`config.mk`:
```
export PLATFORM = sky130hd
export DESIGN_NAME = writeback_arbiter_flat
export DESIGN_NICKNAME = d
export VERILOG_FILES = /design/src/rtl/writeback_arbiter_pkg.sv /design/src/rtl/writeback_arbiter_if.sv /design/src/rtl/writeback_arbiter_load_fifo.sv /design/src/rtl/writeback_arbiter.sv /design/src/flat_wrapper.sv
export SDC_FILE = /design/constraint.sdc
export NUM_CORES = 1
export LEC_CHECK = 0
export CAP_MARGIN = 20
export CORE_ASPECT_RATIO = 1.2
export CORE_MARGIN = 4
export CORE_UTILIZATION = 40
export DETAILED_ROUTE_END_ITERATION = 16
export HOLD_SLACK_MARGIN = 0.08
export PLACE_DENSITY_LB_ADDON = 0.15
export SYNTH_ARGS = -nofsm -noshare
export SYNTH_HDL_FRONTEND = slang
export SYNTH_SLANG_ARGS = --single-unit
```
`constraint.sdc`:
```
create_clock -name Clk -period 5.8 [get_ports Clk]
set_clock_uncertainty 0.1 [all_clocks]
set_input_delay 1.45 -clock Clk [delete_from_list [all_inputs] [get_ports Clk]]
set_output_delay 1.45 -clock Clk [all_outputs]
set_load 0.03 [all_outputs]
```
`src/rtl/writeback_arbiter_pkg.sv`:
```
// Shared widths, the load FIFO entry layout and a one-hot destination helper
// for the writeback arbiter.
package writeback_arbiter_pkg;
   localparam int REG_ADDR_W   = 5;
   localparam int DATA_W       = 32;
   localparam int STARVE_CNT_W = 4;

   typedef logic [REG_ADDR_W-1:0] reg_addr_t;
   typedef logic [DATA_W-1:0]     data_t;

   localparam reg_addr_t REG_ZERO = 5'd0;

   // 37-bit load FIFO entry: {dest[4:0], data[31:0]}
   typedef struct packed {
      reg_addr_t dest;
      data_t     data;
   } ld_entry_t;

   function automatic logic [31:0] dest_onehot(input reg_addr_t dest);
      dest_onehot = 32'd1 << dest;
   endfunction
endpackage

```
`src/rtl/writeback_arbiter_if.sv`:
```
// ALU / load / register-file bundle of the writeback arbiter. WB_STALL_COUNT_EN
// adds the stall counter pair (StallCount, StallCountClr).
interface writeback_arbiter_if;
   import writeback_arbiter_pkg::*;

   logic      AluValid;
   reg_addr_t AluDest;
   data_t     AluData;
   logic      AluStall;
   logic      LdValid;
   logic      LdReady;
   reg_addr_t LdDest;
   data_t     LdData;
   logic [31:0] PendingMask;
   data_t     WriteData;
   reg_addr_t WriteRegister;
   logic      RegWrite;
`ifdef WB_STALL_COUNT_EN
   logic [31:0] StallCount;
   logic      StallCountClr;
`endif

   modport master (
`ifdef WB_STALL_COUNT_EN
      output StallCountClr,
      input  StallCount,
`endif
      output AluValid, AluDest, AluData, LdValid, LdDest, LdData,
      input  AluStall, LdReady, PendingMask, WriteData, WriteRegister, RegWrite
   );

   modport slave (
`ifdef WB_STALL_COUNT_EN
      input  StallCountClr,
      output StallCount,
`endif
      input  AluValid, AluDest, AluData, LdValid, LdDest, LdData,
      output AluStall, LdReady, PendingMask, WriteData, WriteRegister, RegWrite
   );
endinterface

```
`src/rtl/writeback_arbiter_load_fifo.sv`:
```
// Load-result FIFO (LD_DEPTH entries, power of two); entry visible the cycle after
// push, no pop-through when full. Per-entry valid/dest are exposed for the pending mask.
module writeback_arbiter_load_fifo
   import writeback_arbiter_pkg::*;
#(
   parameter int LD_DEPTH = 2
) (
   input  logic                         Clk,
   input  logic                         Reset_n,
   input  logic                         push,
   input  ld_entry_t                    push_entry,
   input  logic                         pop,
   output logic                         full,
   output logic                         empty,
   output ld_entry_t                    head,
   output logic [LD_DEPTH-1:0]          entry_valid,
   output reg_addr_t [LD_DEPTH-1:0]     entry_dest
);
   localparam int PTR_W = (LD_DEPTH > 1) ? $clog2(LD_DEPTH) : 1;

   ld_entry_t           mem [LD_DEPTH];
   logic [PTR_W-1:0]    wr_ptr;
   logic [PTR_W-1:0]    rd_ptr;
   logic [LD_DEPTH-1:0] valid;
   logic                do_push;
   logic                do_pop;

   assign full    = &valid;
   assign empty   = ~|valid;
   assign do_push = push && !full;
   assign do_pop  = pop && !empty;
   assign head    = mem[rd_ptr];

   // Payload needs no reset: the valid bits alone decide what is live.
   always_ff @(posedge Clk) begin
      if (do_push) begin
         mem[wr_ptr] <= push_entry;
      end
   end

   always_ff @(posedge Clk or negedge Reset_n) begin
      if (!Reset_n) begin
         valid  <= '0;
         wr_ptr <= '0;
         rd_ptr <= '0;
      end else begin
         if (do_pop) begin
            valid[rd_ptr] <= 1'b0;
            rd_ptr        <= rd_ptr + PTR_W'(1);
         end
         if (do_push) begin
            valid[wr_ptr] <= 1'b1;
            wr_ptr        <= wr_ptr + PTR_W'(1);
         end
      end
   end

   always_comb begin
      entry_valid = valid;
      for (int i = 0; i < LD_DEPTH; i++) begin
         entry_dest[i] = mem[i].dest;
      end
   end
endmodule

```
`src/rtl/writeback_arbiter.sv`:
```
// Register-file writeback: ALU has priority, buffered loads are forced through after
// STARVE_LIMIT lost cycles; writes to $0 are dropped. WB_STALL_COUNT_EN adds StallCount.
module writeback_arbiter
   import writeback_arbiter_pkg::*;
#(
   parameter int LD_DEPTH     = 2,
   parameter int STARVE_LIMIT = 4
) (
   input  logic                Clk,
   input  logic                Reset_n,
   writeback_arbiter_if.slave  bus
);
   localparam logic [STARVE_CNT_W-1:0] STARVE_MAX = STARVE_CNT_W'(STARVE_LIMIT);

   logic                     full;
   logic                     empty;
   ld_entry_t                head;
   logic [LD_DEPTH-1:0]      entry_valid;
   reg_addr_t [LD_DEPTH-1:0] entry_dest;

   logic [STARVE_CNT_W-1:0]  starve_cnt;
   logic                     force_ld;
   logic                     alu_wr;
   logic                     ld_pop;
   logic                     ld_push;
   logic                     ld_ready;
   logic                     alu_stall;
   logic                     wr_en;
   ld_entry_t                wr_entry;
   logic [31:0]              pending;

   logic                     reg_write_q;
   reg_addr_t                write_reg_q;
   data_t                    write_data_q;

   writeback_arbiter_load_fifo #(
      .LD_DEPTH (LD_DEPTH)
   ) u_load_fifo (
      .Clk         (Clk),
      .Reset_n     (Reset_n),
      .push        (ld_push),
      .push_entry  ('{dest: bus.LdDest, data: bus.LdData}),
      .pop         (ld_pop),
      .full        (full),
      .empty       (empty),
      .head        (head),
      .entry_valid (entry_valid),
      .entry_dest  (entry_dest)
   );

   // Reset_n gates ready so no handshake can complete while the FIFO is held clear.
   assign ld_ready  = Reset_n && !full;
   assign ld_push   = bus.LdValid && ld_ready && (bus.LdDest != REG_ZERO);
   assign force_ld  = (starve_cnt == STARVE_MAX) && !empty;
   assign alu_wr    = bus.AluValid && (bus.AluDest != REG_ZERO);
   assign ld_pop    = !empty && (force_ld || !alu_wr);
   assign alu_stall = force_ld && bus.AluValid;

   always_comb begin
      wr_en    = 1'b0;
      wr_entry = head;
      if (force_ld) begin
         wr_en = 1'b1;
      end else if (alu_wr) begin
         wr_en    = 1'b1;
         wr_entry = '{dest: bus.AluDest, data: bus.AluData};
      end else if (ld_pop) begin
         wr_en = 1'b1;
      end
   end

   always_ff @(posedge Clk or negedge Reset_n) begin
      if (!Reset_n) begin
         reg_write_q  <= 1'b0;
         write_reg_q  <= REG_ZERO;
         write_data_q <= '0;
      end else begin
         reg_write_q <= wr_en;
         if (wr_en) begin
            write_reg_q  <= wr_entry.dest;
            write_data_q <= wr_entry.data;
         end
      end
   end

   // Counts only cycles where the ALU beat a waiting load; capped by the forced pop.
   always_ff @(posedge Clk or negedge Reset_n) begin
      if (!Reset_n) begin
         starve_cnt <= '0;
      end else if (ld_pop || empty) begin
         starve_cnt <= '0;
      end else if (alu_wr) begin
         starve_cnt <= starve_cnt + STARVE_CNT_W'(1);
      end
   end

   always_comb begin
      pending = '0;
      for (int i = 0; i < LD_DEPTH; i++) begin
         if (entry_valid[i]) begin
            pending = pending | dest_onehot(entry_dest[i]);
         end
      end
   end

`ifdef WB_STALL_COUNT_EN
   logic [31:0] stall_count;

   always_ff @(posedge Clk or negedge Reset_n) begin
      if (!Reset_n) begin
         stall_count <= '0;
      end else if (bus.StallCountClr) begin
         stall_count <= '0;
      end else if (alu_stall && (stall_count != 32'hFFFF_FFFF)) begin
         stall_count <= stall_count + 32'd1;
      end
   end

   assign bus.StallCount = stall_count;
`endif

   assign bus.LdReady       = ld_ready;
   assign bus.AluStall      = alu_stall;
   assign bus.PendingMask   = pending;
   assign bus.RegWrite      = reg_write_q;
   assign bus.WriteRegister = write_reg_q;
   assign bus.WriteData     = write_data_q;
endmodule
```
`src/flat_wrapper.sv`:
```
// flat-port wrapper written by rule: the top's interface ports become plain ports
module writeback_arbiter_flat import writeback_arbiter_pkg::*;
#(
   parameter int LD_DEPTH     = 2,
   parameter int STARVE_LIMIT = 4
)
  (Clk, Reset_n, bus_AluValid, bus_AluDest, bus_AluData, bus_LdValid, bus_LdDest, bus_LdData, bus_AluStall, bus_LdReady, bus_PendingMask, bus_WriteData, bus_WriteRegister, bus_RegWrite);
  writeback_arbiter_if bus_i ();
  input  logic Clk;
  input  logic Reset_n;
  input wire logic [$bits(bus_i.AluValid)-1:0] bus_AluValid;
  input wire logic [$bits(bus_i.AluDest)-1:0] bus_AluDest;
  input wire logic [$bits(bus_i.AluData)-1:0] bus_AluData;
  input wire logic [$bits(bus_i.LdValid)-1:0] bus_LdValid;
  input wire logic [$bits(bus_i.LdDest)-1:0] bus_LdDest;
  input wire logic [$bits(bus_i.LdData)-1:0] bus_LdData;
  output wire logic [$bits(bus_i.AluStall)-1:0] bus_AluStall;
  output wire logic [$bits(bus_i.LdReady)-1:0] bus_LdReady;
  output wire logic [$bits(bus_i.PendingMask)-1:0] bus_PendingMask;
  output wire logic [$bits(bus_i.WriteData)-1:0] bus_WriteData;
  output wire logic [$bits(bus_i.WriteRegister)-1:0] bus_WriteRegister;
  output wire logic [$bits(bus_i.RegWrite)-1:0] bus_RegWrite;
  assign bus_i.AluValid = bus_AluValid;
  assign bus_i.AluDest = bus_AluDest;
  assign bus_i.AluData = bus_AluData;
  assign bus_i.LdValid = bus_LdValid;
  assign bus_i.LdDest = bus_LdDest;
  assign bus_i.LdData = bus_LdData;
  assign bus_AluStall = bus_i.AluStall;
  assign bus_LdReady = bus_i.LdReady;
  assign bus_PendingMask = bus_i.PendingMask;
  assign bus_WriteData = bus_i.WriteData;
  assign bus_WriteRegister = bus_i.WriteRegister;
  assign bus_RegWrite = bus_i.RegWrite;
  writeback_arbiter #(.LD_DEPTH(LD_DEPTH), .STARVE_LIMIT(STARVE_LIMIT)) u_core (.Clk(Clk), .Reset_n(Reset_n), .bus(bus_i));
endmodule
```
# Word level (Yosys, flattened, before mapping)
# Memories as Yosys holds them, arrays and structs flattened.
# Index checks and enable logic that the tools add are counted.
[word_totals]
mem_bits_rw = 74
in_bits = 78
out_inout_bits = 72
n_memories = 1
wordCells = 60
regBits = 46
[memory_table]
columns = ["name", "depth", "width", "read_ports", "rd_ports_with_merged_regs", "wr", "line_no", "text"]
rows = [
  ["u_core.u_load_fifo.mem", 2, 37, 3, 0, 1, "writeback_arbiter_load_fifo.sv:21", "ld_entry_t mem [LD_DEPTH];"],
]
[op_classes]
n_shift = 2
n_eq_ne = 1
bitwise = 4
add_sub_neg = 3
muxes = 17
order_cmp = 4
n_reduce_logical = 21
[ops]
columns = ["op", "n"]
rows = [
  ["$mux W37", 2],
  ["$mux W32", 2],
  ["$shl A1 B5 Y32 const A", 2],
  ["$or A32 B32 Y32", 1],
  ["$logic_and A1 B1 Y1", 11],
  ["$reduce_bool A5 Y1", 2],
  ["$mux W4", 2],
  ["$mux W1", 7],
  ["$add A4 B1 Y4 const B", 1],
  ["$eq A4 B3 Y1 const B", 1],
  ["$lt A1 B2 Y1 const B", 2],
  ["$mux W2", 2],
  ["$logic_not A1 Y1", 3],
  ["$add A1 B1 Y1 const B", 2],
  ["$and A2 B2 Y2", 1],
  ["$demux W1 S1", 2],
  ["$ge A1 B1 Y1 const B", 2],
  ["$logic_or A1 B1 Y1", 2],
  ["$not A2 Y2", 1],
  ["$or A2 B2 Y2", 1],
  ["$reduce_and A2 Y1", 1],
  ["$reduce_bool A2 Y1", 1],
  ["$reduce_or A2 Y1", 1],
]

# Longest topological paths before layout
# Gate-level depths: netlist of the first run.
[logic_depth]
ltp_word = 9
depth_mapped = 8
mapped_depth_nobuf = 6

# Hierarchy
# A second synthesis of the first run with hierarchy kept.
[unflattened]
hier_cells = 455
hier_area_um2 = 5915.7
[by_module_without_submodules]
columns = ["module", "area_each_um2", "seq_area_each_um2", "cells_each", "instances"]
rows = [
  ["writeback_arbiter", 2971.6, 1051.0, 313, 1],
  ["writeback_arbiter_load_fifo", 2944.1, 2322.2, 142, 1],
]

# Least setup slack after synthesis of the first run
# No wires, ideal clock.
[synth_path]
path_type = "input -> register"
from = "input port Reset_n"
to = "memory u_core.u_load_fifo.mem[0][0] (netlist bit) (enable)"
setup_slack_ns = 1.072
t_arrival_ns = 4.195
path_buffers = 0
setup_ns = 0.433
stages = 3
required_time_ns = 5.267
path_cell_list = "a21boi_0 -> o211ai_1 -> nor2_1"
[synth_via]
elab_chain_cells = 6
[synth_lines]
columns = ["item", "line_no", "text"]
rows = [
  ["start, declared", "flat_wrapper.sv:10", "input logic Reset_n;"],
  ["$logic_and A1 B1 Y1", "writeback_arbiter.sv:52", "assign ld_ready = Reset_n && !full;"],
  ["$logic_and A1 B1 Y1 (2 in a row)", "writeback_arbiter.sv:53", "assign ld_push = bus.LdValid && ld_ready && (bus.LdDest != REG_ZERO);"],
  ["$logic_and A1 B1 Y1", "writeback_arbiter_load_fifo.sv:30", "assign do_push = push && !full;"],
  ["$mux W1", "writeback_arbiter_load_fifo.sv:36", "if (do_push) begin"],
  ["$mux W1 (implied by the code)", "writeback_arbiter_load_fifo.sv:37", "mem[wr_ptr] <= push_entry;"],
  ["end, declared", "writeback_arbiter_load_fifo.sv:21", ""],
]
# Every way passes these cells.

# Final worst setup path of the first run
[layout_path]
from = "input port bus_AluValid"
to = "output port bus_AluStall"
[layout_via]
elab_chain_cells = 1
[layout_lines]
columns = ["item", "line_no", "text"]
rows = [
  ["start, declared", "flat_wrapper.sv:11", "input wire logic [$bits(bus_i.AluValid)-1:0] bus_AluValid;"],
  ["$logic_and A1 B1 Y1", "writeback_arbiter.sv:57", "assign alu_stall = force_ld && bus.AluValid;"],
  ["end, declared", "flat_wrapper.sv:17", "output wire logic [$bits(bus_i.AluStall)-1:0] bus_AluStall;"],
]
# Every way passes these cells.

==> impl_metrics.json, run 1 <==
{
  "syn_nets": 471,
  "yosysSeqAreaShare": 0.593,
  "irDropWorstVdd_mv": 0.230,
  "async_flop_share": 0.383,
  "viasPerCell": 5.38,
  "hold_viol": 0,
  "rows": 47,
  "setup_viol": 0,
  "seq_area_um2": 3370,
  "grt_setup_unrepaired": "no",
  "worstSkewPairLatency_ns": 0.40,
  "first_iter_violations": 231,
  "leakagePower_nw": 2.93,
  "start_util": 0.410,
  "status": "finished, final reports clean",
  "drtPass1Iterations": 5,
  "clkSlewWorstSetupHoldPaths_ns": 0.05,
  "htree_levels": 4,
  "post_cts_resized": 0,
  "cts_buffers": 17,
  "first_global_vias": 4325,
  "tritoncts": "yes",
  "grt_pass1_wl_um": 22500,
  "crit_arrival_ns": 2.81,
  "worstMarginPinSlew_ns": 1.01,
  "wl_per_cell_um": 19.7,
  "vias": 3923,
  "fp.coreArea_um2": 13900,
  "cap_violations": 0,
  "yosysUniqueCellTypes": 35,
  "nets": 625,
  "gp_congestion": 0.921,
  "ys_warn_count": 0,
  "track_usage": 0.179,
  "period_needed_ns": 4.36,
  "io_pins": 150,
  "die-area_um2": 16200,
  "dpl.hpwl_um": 9910,
  "clockBufferDepth": 2,
  "max_slew_margin": 0.329,
  "multi_input_comb_area_um2": 2180,
  "cp_max_fo": 2,
  "drc_errors": 0,
  "cts_setup_buffers": 0,
  "critical_path_class": "input pin to output port",
  "period_share": 0.751,
  "fin_setup_tns_ns": 0,
  "hp-class": "flop to flop",
  "diodes": 0,
  "routed_wl_um": 14400,
  "synthToLayoutAreaGrowth_pct": 39.0,
  "max_freq_mhz": 229,
  "critPathCaptureType": "output port",
  "port_buffers": 149,
  "required_ns": 4.25,
  "cp-start-kind": "input pin",
  "synth_area_um2": 5690,
  "synth_edf_count": 74,
  "clock-sinks": 120,
  "avgSynthCellArea_um2": 14.5,
  "nFillCells": 1166,
  "powerDensity_nw_per_um2": 442,
  "ys_ff_latch": 120,
  "power_mw": 3.50,
  "ctsHoldBuffers": 0,
  "root_buffer": "clkbuf_16",
  "fp.dieH_um": 139,
  "final_layout_size_suffix_gt1_frac": 0.152,
  "holdWs_ns": 0.399,
  "die_w_um": 117,
  "grt_antenna_before_repair": 0,
  "gr-total-overflow": 0,
  "synthFlopType": "edfxtp_1",
  "synthCells": 391,
  "slew_viol_final": 0,
  "grt_max_degree": 47,
  "ant_nets": 0
}
through the flow:
stage          cells  area, um^2  setup WS [ns]   util
2_1_floorplan    391        5690           1.07      -
3_3_place_gp     695        7310           1.46  0.527
3_5_place_dp     697        7350           1.46  0.530
4_1_cts          729        7900           1.45  0.570
5_1_grt          729        7900           1.42  0.570
6_report         729        7900           1.44  0.570
path summary, 6_finish.rpt:
| path | start | depth (start not counted) | slack [ns] | to |
|---|---|---|---|---|
| worst max-delay path | bus_AluValid | 3 | 1.44 | bus_AluStall |
| min in group asynchronous | Reset_n | 2 | 1.14 | u_core.bus.WriteData[2] |
| worst min register to register | u_core.starve_cnt[0] | 1 | 0.40 | u_core.starve_cnt[0] |
| worst max register to register | u_core.u_load_fifo.entry_valid[1] | 4 | 3.28 | u_core.u_load_fifo.mem[1][23] |
| worst min-delay path | u_core.starve_cnt[0] | 1 | 0.40 | u_core.starve_cnt[0] |
| max in group asynchronous | Reset_n | 2 | 3.98 | u_core.u_load_fifo.rd_ptr |
flip-flops by register name, indices dropped and copies added (netlist names):
| signal | flops |
|---|---|
| u_core.u_load_fifo.entry_valid | 2 |
| u_core.bus.WriteRegister | 5 |
| u_core.bus.WriteData | 32 |
| u_core.u_load_fifo.rd_ptr | 1 |
| u_core.starve_cnt | 4 |
| u_core.u_load_fifo.mem | 74 |
| u_core.bus.RegWrite | 1 |
| u_core.u_load_fifo.wr_ptr | 1 |
layout by cell type (no fill, tap or decap), drive strengths merged, types with 6 or more instances in the layout:
master and count:
mux2 37, nand2b 11, edfxtp 74, o22ai 32, clkdlybuf4s50 148, buf 8, clkbuf 23, mux2i 111
nor2 6, nand2 6, dfrtp 46
report_power, final:
| group | internal [mW] | switching [mW] | total (mW) |
|---|---|---|---|
| clock | 0.618 | 0.353 | 0.971 |
| sequential | 1.11 | 0.179 | 1.29 |
| combinational | 0.588 | 0.649 | 1.24 |
| total | 2.32 | 1.18 | 3.50 |
layer usage:
| layer | track usage | part of all wire |
|---|---|---|
| met5 | 0 | 0 |
| met1 | 0.210 | 0.40 |
| met4 | 0.0652 | 0.013 |
| met3 | 0.0480 | 0.055 |
| met2 | 0.309 | 0.53 |
worst max-delay path: stages:
cell and delay (ns):
clkdlybuf4s50_1 0.53, and2_1 0.16, clkdlybuf4s50_1 0.67
synth_stat cells (6+ instances only):
cell type	number	area, um^2
o22ai_1	32	200
nor2_1	6	22.5
mux2_2	37	417
nand2b_1	11	68.8
nand2_1	6	22.5
dfrtp_1	46	1150
buf_4	6	45.0
mux2i_1	111	1110
edfxtp_1	74	2220
cell families (layout without fill, tap and decap cells):
family | count (synthesis) | in the layout | synth area share
mux | 148 | 148 | 0.269
flops | 120 | 120 | 0.593
simple gates | 52 | 52 | 0.0546
compound gates | 40 | 40 | 0.0464
buf+inv | 25 | 192 | 0.0266
xor+xnor | 4 | 4 | 0.00616
fa+ha+maj | 2 | 2 | 0.00440
layout make-up:
type	count	area share
timing repair buffer	156	0.198
multi-input combinational	246	0.276
clock inverter	9	0.00966
sequential	120	0.427
inverter	4	0.00190
clock buffer	23	0.0605
tap	171	0.0271
Power figures use the tool's default switching activity.
==> run 2: changes to the inputs <==
==> constraint.sdc (replaced) <==
create_clock -name Clk -period 3.8 [get_ports Clk]
set_clock_uncertainty 0.1 [all_clocks]
set_input_delay 0.95 -clock Clk [delete_from_list [all_inputs] [get_ports Clk]]
set_output_delay 0.95 -clock Clk [all_outputs]
set_load 0.03 [all_outputs]
==> impl_metrics.json, run 2 (synthesized netlist as in run 1, its figures left out) <==
{
  "status": "finished, final reports clean",
  "grt_pass1_wl_um": 22600,
  "final_cell_mix": "clkdlybuf4s50_1, mux2i_1, edfxtp_1",
  "worstMarginPinSlew_ns": 0.939,
  "crit_arrival_ns": 2.63,
  "cp_top_family": "simple AND/OR/NAND/NOR gates",
  "irDropWorstVdd_mv": 0.372,
  "drc_errors": 0,
  "wl_per_cell_um": 19.8,
  "r2r-end": "u_core.bus.WriteData[15]",
  "clockBufferDepth": 2,
  "cp-start-kind": "flop",
  "p_seq_frac": 0.356,
  "nets": 627,
  "pwr-share-comb": 0.346,
  "critical_path_class": "flop to output port",
  "first_global_vias": 4195,
  "top_register": "u_core.u_load_fifo.mem",
  "dpl.hpwl_um": 10200,
  "crit_buf_inv": 1,
  "max_slew_margin": 0.374,
  "root_buffer": "clkbuf_16",
  "die_w_um": 117,
  "worstPathCellList": "nand2b_1, or3b_2, o22ai_1, clkdlybuf4s50_1",
  "cts_buffers": 17,
  "rows": 47,
  "nFillCells": 1155,
  "post_dp_cell_area_um2": 7350,
  "ant_nets": 0,
  "critPathLaunch": "u_core.u_load_fifo.mem[1][34]",
  "period_share": 0.969,
  "largest_reg_flops": 74,
  "htree_levels": 4,
  "track_usage": 0.182,
  "die-area_um2": 16200,
  "start_util": 0.410,
  "hp-class": "flop to flop",
  "clkSlewWorstSetupHoldPaths_ns": 0.05,
  "grt_max_degree": 47,
  "pwr-share-clk": 0.298,
  "final_layout_size_suffix_gt1_frac": 0.161,
  "r2r_start": "u_core.u_load_fifo.entry_valid[1]",
  "p_switching_mw": 1.80,
  "critPathCaptureType": "output port",
  "drtPass1Iterations": 4,
  "synthToLayoutAreaGrowth_pct": 40.8,
  "port_buffers": 149,
  "max_freq_mhz": 272,
  "first_iter_violations": 244,
  "r2r_cells": 5,
  "gp_congestion": 0.905,
  "path_depth": 4,
  "hold_viol": 0,
  "internal-power_mw": 3.71,
  "power_mw": 5.51,
  "slew_viol_final": 0,
  "leakagePower_nw": 3.01,
  "powerDensity_nw_per_um2": 688,
  "cp_max_fo": 9,
  "fp.coreArea_um2": 13900,
  "routed_wl_um": 14500,
  "grt_antenna_before_repair": 0,
  "cap_violations": 0,
  "clock-sinks": 120,
  "period_needed_ns": 3.68,
  "crit_slowest_cell": "clkdlybuf4s50_1",
  "grt_setup_unrepaired": "no",
  "io_pins": 150,
  "p_sw_frac": 0.326,
  "required_ns": 2.75,
  "gr-total-overflow": 0,
  "fin_area_um2": 8010,
  "worstSkewPairLatency_ns": 0.40,
  "vias": 3897,
  "setup_viol": 0,
  "fp.dieH_um": 139,
  "viasPerCell": 5.33,
  "cts_setup_buffers": 0,
  "worst-r2r-setup-slack_ns": 1.35,
  "crit_end": "bus_PendingMask[2]",
  "tritoncts": "yes",
  "layout.cells.most_common": "clkdlybuf4s50_1",
  "diodes": 0,
  "slowest_delay_ns": 0.69
}
run 2: cell types whose count changed in the layout (fill, tap and decap cells not counted):
cell	previous run	this run
dlymetal6s2s_1	0	1
clkdlybuf4s50_1	148	146
clkbuf_8	3	5
bufinv_16	1	3
buf_4	5	6
buf_12	2	4
clkinv_1	1	0
clkinvlp_4	3	1
clkbuf_1	3	2
run 2: worst min-delay path by stage:
| stage | from | endpoint | slack, ns | depth (start not counted) |
|---|---|---|---|---|
| after floorplan | u_core.starve_cnt[0] | u_core.starve_cnt[0] | 0.37 | 1 |
| after global placement | u_core.starve_cnt[0] | u_core.starve_cnt[0] | 0.39 | 1 |
| after detailed placement | u_core.starve_cnt[0] | u_core.starve_cnt[0] | 0.40 | 1 |
| after CTS | u_core.starve_cnt[0] | u_core.starve_cnt[0] | 0.41 | 1 |
| after global routing | u_core.starve_cnt[0] | u_core.starve_cnt[0] | 0.44 | 1 |
| final | u_core.starve_cnt[0] | u_core.starve_cnt[0] | 0.43 | 1 |
run 2: timing repair:
action | in CTS | in global routing
hold buffers | 0 | 0
setup endpoints to repair | 0 | 1
resized for setup | 0 | 1
endpoints found under the hold margin | 0 | 0
run 2: per-layer routing:
metal	global-route usage	routed length (um)	vias up
li1	-	-	1831
met1	0.211	5650	1915
met2	0.320	7840	133
met3	0.0537	834	18
met4	0.0537	165	0
met5	0	0	-
run 2: metrics by stage:
| stage | setup TNS (ns) | utilization | worst slack (ns) | cells | hold WS (ns) |
|---|---|---|---|---|---|
| 2_1_floorplan | -32.10 | - | -0.428 | 391 | 0.365 |
| 3_3_place_gp | 0 | 0.529 | 0.475 | 697 | 0.385 |
| 3_5_place_dp | 0 | 0.529 | 0.414 | 697 | 0.401 |
| 4_1_cts | 0 | 0.574 | 0.116 | 729 | 0.408 |
| 5_1_grt | 0 | 0.577 | 0.00300 | 731 | 0.441 |
| 6_report | 0 | 0.577 | 0.120 | 731 | 0.430 |
run 2: final cells by class:
class / count / area [um^2] / share of cell area
clock buffers: 24 / 502 / 0.0626
multi-input cells: 246 / 2180 / 0.272
clock inverters: 8 / 118 / 0.0147
inverters: 4 / 15.0 / 0.00187
flip-flops and latches: 120 / 3370 / 0.421
well taps: 171 / 214 / 0.0267
repair buffers: 158 / 1600 / 0.200
run 2: power groups by stage:
stage | Combinational, mW | Sequential, mW | Clock (mW)
3_5_place_dp | 1.91 | 1.99 | 0
5_1_grt | 2.03 | 2.00 | 1.74
2_1_floorplan | 0.975 | 2.19 | 0
3_3_place_gp | 1.87 | 1.98 | 0
4_1_cts | 1.92 | 1.97 | 1.68
6_report | 1.90 | 1.96 | 1.64
==> run 3: changes to the inputs <==
--- a/config.mk
+++ b/config.mk
@@ -9,6 +9,7 @@
 export CORE_ASPECT_RATIO = 1.2
 export CORE_MARGIN = 4
 export CORE_UTILIZATION = 40
+export CTS_BUF_LIST = sky130_fd_sc_hd__clkbuf_16
 export DETAILED_ROUTE_END_ITERATION = 16
 export HOLD_SLACK_MARGIN = 0.08
 export PLACE_DENSITY_LB_ADDON = 0.15
==> impl_metrics.json, run 3 (synthesized netlist as in run 1, its figures left out) <==
{
  "grt_max_degree": 47,
  "period_share": 0.973,
  "critPathCaptureType": "output port",
  "powerDensity_nw_per_um2": 678,
  "pwr-share-clk": 0.284,
  "drc_errors": 0,
  "pwr-share-comb": 0.353,
  "port_buffers": 149,
  "top_register": "u_core.u_load_fifo.mem",
  "irDropWorstVdd_mv": 0.370,
  "path_depth": 4,
  "drtPass1Iterations": 4,
  "internal-power_mw": 3.61,
  "cap_violations": 0,
  "routed_wl_um": 14600,
  "synthToLayoutAreaGrowth_pct": 40.0,
  "post-place-cells": 697,
  "max_freq_mhz": 271,
  "fp.dieH_um": 139,
  "clock-sinks": 120,
  "critical_path_class": "flop to output port",
  "ant_nets": 0,
  "m1WireLength_um": 5750,
  "grt_antenna_before_repair": 0,
  "cp-start-kind": "flop",
  "hold_viol": 0,
  "worstMarginPinSlew_ns": 0.925,
  "cp_top_family": "simple AND/OR/NAND/NOR gates",
  "cp_max_fo": 9,
  "die-area_um2": 16200,
  "wl_per_cell_um": 19.9,
  "io_pins": 150,
  "crit_arrival_ns": 2.65,
  "clockBufferDepth": 2,
  "p_seq_frac": 0.364,
  "worstSkewPairLatency_ns": 0.40,
  "required_ns": 2.75,
  "fin_cells": 731,
  "p_switching_mw": 1.79,
  "max_slew_margin": 0.384,
  "vias": 3918,
  "layout.cells.most_common": "clkdlybuf4s50_1",
  "dr.max_layer_used": "met4",
  "fp.coreArea_um2": 13900,
  "grt_pass1_wl_um": 22700,
  "die_w_um": 117,
  "hp-class": "flop to flop",
  "status": "finished, final reports clean",
  "track_usage": 0.182,
  "utilization": 0.573,
  "htree_levels": 4,
  "final_cell_mix": "clkdlybuf4s50_1, mux2i_1, edfxtp_1",
  "post-place-ws_ns": 0.414,
  "slew_viol_final": 0,
  "period_needed_ns": 3.70,
  "tritoncts": "yes",
  "p_sw_frac": 0.332,
  "rows": 47,
  "largest_reg_flops": 74,
  "final_layout_size_suffix_gt1_frac": 0.152,
  "crit_slowest_cell": "clkdlybuf4s50_1",
  "cts_buffers": 17,
  "wl_met2_um": 7870,
  "ctsHoldBuffers": 0,
  "clkSlewWorstSetupHoldPaths_ns": 0.05,
  "power_mw": 5.40,
  "setup_viol": 0,
  "first_global_vias": 4212,
  "start_util": 0.410,
  "gp_congestion": 0.905,
  "viasPerCell": 5.36,
  "dpl.hpwl_um": 10200,
  "root_buffer": "clkbuf_16",
  "hold_depth": 1,
  "slowest_delay_ns": 0.69,
  "crit_buf_inv": 1,
  "gr-total-overflow": 0,
  "worstPathCellList": "nand2b_1, or3b_2, o22ai_1, clkdlybuf4s50_1",
  "nets": 627,
  "diodes": 0,
  "setup_ws_ns": 0.104,
  "leakagePower_nw": 2.99,
  "grt_setup_unrepaired": "no",
  "first_iter_violations": 277,
  "met3WireLength_um": 791,
  "r2r_cells": 5
}
==> run 3: worst reg2reg max path, stage by stage, from the launching register on <==
cell,delay [ns]
dfrtp_1,0.66
nor2_1,0.22
nor3_2,0.30
buf_4,0.67
mux2i_1,0.31
mux2i_1,0.10
==> run 3: final timing paths <==
check	slack [ns]	startpoint	end
min in group asynchronous	0.61	Reset_n	u_core.bus.WriteData[0]
setup reg to reg	1.32	u_core.u_load_fifo.entry_valid[1]	u_core.bus.WriteData[15]
hold reg to reg	0.42	u_core.starve_cnt[0]	u_core.starve_cnt[0]
hold / removal	0.42	u_core.starve_cnt[0]	u_core.starve_cnt[0]
setup / recovery	0.10	u_core.u_load_fifo.mem[1][34]	bus_PendingMask[2]
max in group asynchronous	2.50	Reset_n	u_core.u_load_fifo.rd_ptr
==> run 3: cell type report <==
type	count	area, um^2
clock buffer	17	425
clock inverter	15	144
fill	1157	5920
inverter	4	15.0
multi-input combinational	246	2180
sequential	120	3370
tap	171	214
timing repair buffer	158	1600
==> run 3: timing repair <==
item                       CTS  global route
resized for setup            0             1
setup buffers                0             0
setup endpoints to repair    0             1
==> run 3: power by group through the flow <==
| stage | clock [mW] | combinational (mW) | sequential [mW] |
|---|---|---|---|
| finish | 1.53 | 1.90 | 1.96 |
| global route | 1.63 | 2.03 | 2.00 |
| CTS | 1.57 | 1.92 | 1.97 |
| detailed placement | 0 | 1.91 | 1.99 |
| global placement | 0 | 1.87 | 1.98 |
| floorplan | 0 | 0.975 | 2.19 |
==> run 3: per-stage QoR <==
step / cell area, um^2 / hold WS (ns) / setup TNS, ns
final: 7960 / 0.418 / 0
after global routing: 7960 / 0.420 / 0
after CTS: 7920 / 0.408 / 0
after detailed placement: 7350 / 0.401 / 0
after global placement: 7350 / 0.385 / 0
after floorplan: 5690 / 0.365 / -32.10
==> run 3: layer usage <==
layer / global-route usage / vias to the layer above
met5: 0 / -
met4: 0.0592 / 0
met3: 0.0458 / 11
met2: 0.323 / 123
met1: 0.212 / 1947
li1: - / 1837
